==> config.mk <==
export PLATFORM = sky130hd
export DESIGN_NAME = mult_arbiter
export DESIGN_NICKNAME = d
export VERILOG_FILES = /design/src/rtl/mult_arb_pkg.sv /design/src/rtl/mult_arbiter_rr_arbiter.sv /design/src/rtl/mult_arbiter.sv
export SDC_FILE = /design/constraint.sdc
export NUM_CORES = 1
export LEC_CHECK = 0
export CAP_MARGIN = 25
export CORE_MARGIN = 2
export CORE_UTILIZATION = 42
export CTS_CLUSTER_DIAMETER = 50
export DETAILED_ROUTE_END_ITERATION = 8
export PLACE_DENSITY = 0.83
export SLEW_MARGIN = 20
export SYNTH_ARGS = -nofsm -noshare
export SYNTH_HDL_FRONTEND = slang
export SYNTH_SLANG_ARGS = --single-unit
==> constraint.sdc <==
create_clock -name clk -period 7.5 [get_ports clk]
set_input_delay 1.5 -clock clk [delete_from_list [all_inputs] [get_ports clk]]
set_output_delay 1.5 -clock clk [all_outputs]
set_load 0.01 [all_outputs]
==> src/rtl/mult_arb_pkg.sv <==
// Shared definitions for the multiplier arbiter: Q8.8 format constants
// and the sequencer state encoding.
package mult_arb_pkg;

  localparam int DATA_W = 16;
  localparam int FRAC_W = 8;

  // Largest positive Q8.8 value, used when saturating an overflowed product.
  localparam logic [DATA_W-1:0] SAT_MAX = 16'h7FFF;

  typedef enum logic [1:0] {
    IDLE = 2'd0,
    WAIT = 2'd1,
    RESP = 2'd2
  } state_t;

endpackage

==> src/rtl/mult_arbiter_rr_arbiter.sv <==
// Combinational round-robin arbiter: picks the first asserted request
// after the priority pointer, wrapping around, and reports it both as a
// one-hot grant and as an index. Usable for any shared datapath unit.
module rr_arbiter #(
  parameter int NUM_REQ = 4,
  parameter int ID_W    = $clog2(NUM_REQ)
) (
  input  logic [NUM_REQ-1:0] req,
  input  logic [ID_W-1:0]    ptr,
  output logic [NUM_REQ-1:0] grant,
  output logic [ID_W-1:0]    grant_id,
  output logic               grant_any
);

  logic [ID_W-1:0] idx;

  // Walk from the farthest candidate back toward ptr+1 so the closest
  // requester after the pointer is the last one written and therefore wins.
  always_comb begin
    grant     = '0;
    grant_id  = '0;
    grant_any = 1'b0;
    idx       = '0;
    for (int off = NUM_REQ; off >= 1; off--) begin
      idx = ID_W'((int'(ptr) + off) % NUM_REQ);
      if (req[idx]) begin
        grant      = '0;
        grant[idx] = 1'b1;
        grant_id   = idx;
        grant_any  = 1'b1;
      end
    end
  end

endmodule

==> src/rtl/mult_arbiter.sv <==
// Round-robin sequencer sharing one multi-cycle Q8.8 multiplier between
// NUM_REQ requesters. An accepted operand pair is held on mul_a/mul_b for
// MUL_LAT cycles, the product is captured and returned with the requester
// ID on a valid/ready response port.
// Build option: define MULT_ARB_SAT_EN to clamp overflowed products to the
// Q8.8 maximum; otherwise the raw multiplier output is returned.
module mult_arbiter #(
  parameter int NUM_REQ = 4,
  parameter int DATA_W  = 16,
  parameter int MUL_LAT = 17,
  parameter int ID_W    = $clog2(NUM_REQ)
) (
  input  logic                      clk,
  input  logic                      reset,
  input  logic [NUM_REQ-1:0]        req_valid,
  input  logic [NUM_REQ*DATA_W-1:0] req_a,
  input  logic [NUM_REQ*DATA_W-1:0] req_b,
  output logic [NUM_REQ-1:0]        req_ready,
  output logic                      rsp_valid,
  input  logic                      rsp_ready,
  output logic [ID_W-1:0]           rsp_id,
  output logic [DATA_W-1:0]         rsp_data,
  output logic                      rsp_ovf,
  output logic [DATA_W-1:0]         mul_a,
  output logic [DATA_W-1:0]         mul_b,
  input  logic [DATA_W-1:0]         mul_result,
  input  logic                      mul_ovf,
  output logic                      busy
);

  import mult_arb_pkg::*;

  localparam int CNT_W = (MUL_LAT > 1) ? $clog2(MUL_LAT) : 1;

  state_t               state;
  logic [ID_W-1:0]      ptr;
  logic [CNT_W-1:0]     cnt;
  logic [NUM_REQ-1:0]   grant;
  logic [ID_W-1:0]      grant_id;
  logic                 grant_any;
  logic [DATA_W-1:0]    sel_a;
  logic [DATA_W-1:0]    sel_b;
  logic [DATA_W-1:0]    capture_data;

  rr_arbiter #(
    .NUM_REQ (NUM_REQ),
    .ID_W    (ID_W)
  ) u_rr_arbiter (
    .req       (req_valid),
    .ptr       (ptr),
    .grant     (grant),
    .grant_id  (grant_id),
    .grant_any (grant_any)
  );

  // Grants are only offered while idle and never while reset is asserted.
  always_comb begin
    req_ready = '0;
    if (state == IDLE && !reset) begin
      req_ready = grant;
    end
  end

  // Pick the winning requester's operands out of the packed buses.
  always_comb begin
    sel_a = req_a[int'(grant_id)*DATA_W +: DATA_W];
    sel_b = req_b[int'(grant_id)*DATA_W +: DATA_W];
  end

  // Product as it will be returned, optionally clamped on overflow.
  always_comb begin
`ifdef MULT_ARB_SAT_EN
    capture_data = mul_ovf ? DATA_W'(SAT_MAX) : mul_result;
`else
    capture_data = mul_result;
`endif
  end

  // Sequencer: accept one request, hold operands through the multiplier
  // latency, then present the response until the consumer takes it.
  always_ff @(posedge clk or posedge reset) begin
    if (reset) begin
      state     <= IDLE;
      ptr       <= ID_W'(NUM_REQ - 1);
      cnt       <= '0;
      mul_a     <= '0;
      mul_b     <= '0;
      rsp_id    <= '0;
      rsp_data  <= '0;
      rsp_ovf   <= 1'b0;
      rsp_valid <= 1'b0;
      busy      <= 1'b0;
    end else begin
      case (state)
        IDLE: begin
          if (grant_any) begin
            mul_a  <= sel_a;
            mul_b  <= sel_b;
            rsp_id <= grant_id;
            ptr    <= grant_id;
            cnt    <= CNT_W'(MUL_LAT - 1);
            busy   <= 1'b1;
            state  <= WAIT;
          end
        end
        WAIT: begin
          if (cnt == '0) begin
            rsp_data  <= capture_data;
            rsp_ovf   <= mul_ovf;
            rsp_valid <= 1'b1;
            state     <= RESP;
          end else begin
            cnt <= cnt - 1'b1;
          end
        end
        RESP: begin
          if (rsp_ready) begin
            rsp_valid <= 1'b0;
            busy      <= 1'b0;
            state     <= IDLE;
          end
        end
        default: begin
          rsp_valid <= 1'b0;
          busy      <= 1'b0;
          state     <= IDLE;
        end
      endcase
    end
  end

endmodule
After elaboration in Yosys (flattened, before gate mapping):

Cells that the tools add are included.

* word-level logic and storage cells: 89
* bits in registers: 62

* shift operators: 2
* reduce and logical (&&, ||, !) cells: 15
* mux-type cells: 41
* bitwise gates (word level): 2
* order comparisons: 8
* eq/ne operators: 6
* add/subtract/negate cells: 5

Operators with widths (count)
* 64-bit by 7-bit indexed part select with 16-bit output: 2
* 4-bit two-way mux: 5
* 1-bit two-way mux: 15
* 2-bit two-way mux: 7
* 2-bit by 3-bit < comparator with 1-bit output, second input constant: 4
* 3-bit AND reduction: 4
* 5-bit two-way mux: 2
* 5-bit one-hot mux with 2 select lines: 1
* 1-bit binary-select mux with 2-bit select: 4
* 1-bit demux with 2-bit select: 4
* 2-bit by 1-bit >= comparator with 1-bit output, second input constant: 4
* 2-bit inequality test, second input constant: 4
* 1-bit one-hot mux with 3 select lines: 2
* 2-bit one-hot mux with 3 select lines: 1
* 1-bit logical AND: 5
* 5-bit logical NOT: 1
* 5-bit by 1-bit subtractor with 5-bit output, second input constant: 1
* 2-bit by 1-bit adder with 2-bit output, second input constant: 2
* 2-bit adder, second input constant: 2
* 2-bit AND reduction: 2
* 2-bit by 1-bit equality test with 1-bit output, second input constant: 1
* 2-bit equality test, second input constant: 1
* 2-bit logical NOT: 1
* 1-bit inverter: 2
* other kinds (2): 2

Longest topological paths before layout:

* word-level depth: 10
* gate-level depth with buffers: 11

Hierarchy:

From an unflattened synthesis, not the netlist that was laid out.

* cell total of the unflattened synthesis: 350
* area total of the unflattened synthesis: 3791.1 um2

Modules (own cells, without submodules)
* mult_arbiter: sequential area each 1554.0 um2, instances 1, cells an instance 280, area each 3238.1 um2
* rr_arbiter: sequential area each 0.0 um2, instances 1, cells an instance 70, area each 553.0 um2

Worst setup path before layout:

OpenSTA, ideal clock, no wires.

* path kind: input -> output
* start: in reset
* end: out req_ready[0]
* slack: 2.652 ns
* cell stages on the path: 3
* arrival: 3.348 ns
* cell sequence: inv_1 > nand2_1 > nor2_1

* longest elaborated chain between the ends: 3

Ends and longest elaborated chain
* from (decl): line mult_arbiter.sv:14 `input logic reset,`
* 1-bit logical NOT (no source line)
* 1-bit logical AND: line mult_arbiter.sv:59 `if (state == IDLE && !reset) begin`
* 4-bit two-way mux: line mult_arbiter.sv:59
* to (decl): line mult_arbiter.sv:18 `output logic [NUM_REQ-1:0] req_ready,`

Every way passes these cells.

Worst setup path in the final report:

* start: in req_valid[0]
* end: out req_ready[3]

* longest elaborated chain between the ends: 7

Ends and longest elaborated chain
* from (decl): line mult_arbiter.sv:15 `input logic [NUM_REQ-1:0] req_valid,`
* 1-bit binary-select mux with 2-bit select: line mult_arbiter_rr_arbiter.sv:26 `if (req[idx]) begin`
* 1-bit two-way mux (implied by the code): line mult_arbiter_rr_arbiter.sv:26
* 4-bit two-way mux (3 in series): line mult_arbiter_rr_arbiter.sv:26
* 4-bit two-way mux (*): line mult_arbiter_rr_arbiter.sv:26
* 4-bit two-way mux (*): line mult_arbiter.sv:59

Mark *: on every way between the ends. The rest lies on a longest branch, timed or not. The select of a mux whose other input is x is not followed.

==> results.json <==
{
  "pin_count": 209,
  "max_stage_delay_ns": 0.63,
  "ir_drop_mv": 0.189,
  "power_density_mw_per_mm2": 428,
  "yosys_warnings": 0,
  "cp_slowest_cell": "mux4_2",
  "drtIter0Drc": 100,
  "critical_path.cell_chain": "clkdlybuf4s50_1 > mux4_2 > nor2b_2 > a22oi_1 > o21ai_1 > mux2i_1 > nor2_1 > clkdlybuf4s50_1",
  "ys_seq_area_share_pct": 42.2,
  "die_y_um": 97.6,
  "overflow": 0,
  "postSynthRegisterBits": 62,
  "fin_skew_ns": 0.0148,
  "h-tree-depth": 3,
  "netlist_area_mm2": 0.00368,
  "hp-class": "reg -> reg",
  "final_common_cell": "clkdlybuf4s50_1",
  "first_pass_iters": 4,
  "drv_slew": 0,
  "ant_nets": 0,
  "totalWireLength_mm": 10.7,
  "tns_ns": 0,
  "dp_hpwl_mm": 8.02,
  "numPortBuffers": 208,
  "rsz0062_at_grt": "false",
  "numPlacedInstances": 628,
  "design_area_mm2": 0.00596,
  "synth_top_cells_by_area": "dfrtp_1 41%, mux2i_1 19%, o221ai_1 8.1%, mux2_2 5.2%, nand2_1 5.1%",
  "drc_errors": 0,
  "crit_path_max_fanout": 8,
  "synth_edf_count": 0,
  "core-area_mm2": 0.00859,
  "ctsResizeCount": 0,
  "yosys.area.top_type_share_pct": 40.8,
  "area_delta_synth_final_pct": 62.0,
  "critical_path_class": "in -> out",
  "cts_setup_buffers": 0,
  "cts_hold_buf": 0,
  "cts_tree": "done",
  "critPathTopFamily": "buffers and inverters",
  "synth_nets": 489,
  "gp_congestion": 0.852,
  "grt_max_degree": 66,
  "arrival_ns": 3.96,
  "path_buf_inv": 2,
  "async_reset_ff_share_pct": 100,
  "setup_viol": 0,
  "required_ns": 6.00,
  "viasPerCell": 5.26,
  "grt_usage_pct": 22.4,
  "hold_viol_final": 0,
  "post_drt_wl_per_cell_um": 16.6,
  "path_common_cell": "clkdlybuf4s50_1",
  "tightest_slew_ns": 0.877,
  "final_cells": 645,
  "clock_latency_ns": 0.33,
  "root_buffer": "clkbuf_8",
  "synth_ff_type": "dfrtp_1",
  "antennaDiodeCount": 0,
  "p_total_w": 0.00255,
  "fmax_mhz": 183,
  "final_cell_mix": "208 x clkdlybuf4s50_1, 68 x mux2i_1, 60 x dfrtp_1, 49 x nand2_1, 34 x o221ai_1",
  "critPathCaptureType": "output port",
  "antenna_found_initial": 0,
  "grt_pass1_vias": 3506,
  "cts_buffers": 9,
  "clkTransAtPathRegs_ns": 0.08,
  "route.vias.total": 3393,
  "clock_sinks": 62,
  "syn-instance-count": 329,
  "yosysTopAreaCell": "dfrtp_1",
  "ys_types": 40,
  "start_util_pct": 42.8,
  "dieWidth_um": 97.6,
  "drive_gt1_share_pct": 9.68,
  "synth_area_per_cell_um2": 11.2,
  "dieArea_mm2": 0.00952,
  "cap_violations": 0,
  "outcome": "completed",
  "min_period_ns": 5.46,
  "nets": 692,
  "grt_pass1_wl_mm": 17.2,
  "timing.final.crit_share_pct": 72.8,
  "cts.path.max_buffers": 2,
  "relSlewSlack_pct": 41.2,
  "worst_setup_path_start_kind": "input pin",
  "row_count": 34,
  "leakagePower_nw": 2.54,
  "placed_area_mm2": 0.00575
}
-- worst min-delay path, stage by stage (launching register included) --
cell	delay, ns
dfrtp_1	0.35
nand2_1	0.05
nand2_1	0.05
-- power breakdown --
| group | leakage, nW | internal, W | switching [W] |
|---|---|---|---|
| Combinational | 1.70 | 0.000856 | 0.000795 |
| Sequential | 0.746 | 0.000515 | 0.000115 |
| Clock | 0.0848 | 0.000139 | 0.000133 |
-- flip-flops by register name, summed over array words and instances (netlist names) --
name,count
rsp_data,16
rsp_valid,1
mul_b,16
rsp_ovf,1
rsp_id,2
ptr,2
mul_a,16
state,2
cnt,5
busy,1
-- path summary, 6_finish.rpt --
| path | start | end | slack, ns | cells after the start |
|---|---|---|---|---|
| min in group asynchronous | reset | rsp_data[6] | 1.72 | 3 |
| max | req_valid[0] | req_ready[3] | 2.04 | 8 |
| min reg2reg | rsp_valid | rsp_valid | 0.48 | 2 |
| min | rsp_valid | rsp_valid | 0.48 | 2 |
| max in group asynchronous | reset | mul_a[13] | 5.24 | 3 |
| max reg2reg | ptr[0] | mul_a[13] | 3.92 | 10 |
-- per-layer routing --
metal	global-route usage [%]	part of all wire, %
met5	0	0
met2	39.4	52
met1	26.2	39
met4	8.65	2.4
met3	5.47	6.1
-- kinds of logic after synthesis --
| logic type | synth area share, % |
|---|---|
| mux | 26.5 |
| simple gates | 7.99 |
| flops | 42.2 |
| compound gates | 13.4 |
| buf+inv | 6.46 |
| fa+ha+maj | 2.72 |
| xor+xnor | 0.714 |
-- area by class of cell --
class                           instances  area [um2]
Clock inverter                          4        31.3
Inverter                               13        48.8
Tap cell                              108         135
Multi-Input combinational cell        233        1900
Clock buffer                           12         155
Fill cell                             656        2630
Timing Repair Buffer                  213        2140
Sequential cell                        62        1550
-- synthesized netlist by cell type, types with 2 or more instances --
cell type / n
nand2_1: 50
mux4_2: 4
mux2_2: 17
clkbuf_1: 12
inv_1: 11
mux2i_1: 68
nor2_1: 14
xnor2_1: 3
ha_1: 8
o221ai_1: 34
o41ai_1: 2
a22oi_1: 4
dfstp_2: 2
nand3_1: 3
dfrtp_1: 60
o21ai_1: 5
inv_2: 2
buf_12: 6
o21ai_0: 3
-- stage by stage --
step	setup slack, ns	utilization [%]	hold slack [ns]
after CTS	2.09	69.0	0.488
after detailed placement	2.09	66.9	0.472
after floorplan	2.65	-	0.483
after global routing	1.91	69.4	0.508
after global placement	2.21	66.8	0.460
final	2.04	69.4	0.483
Note: power is estimated with default switching activity, not from simulation.
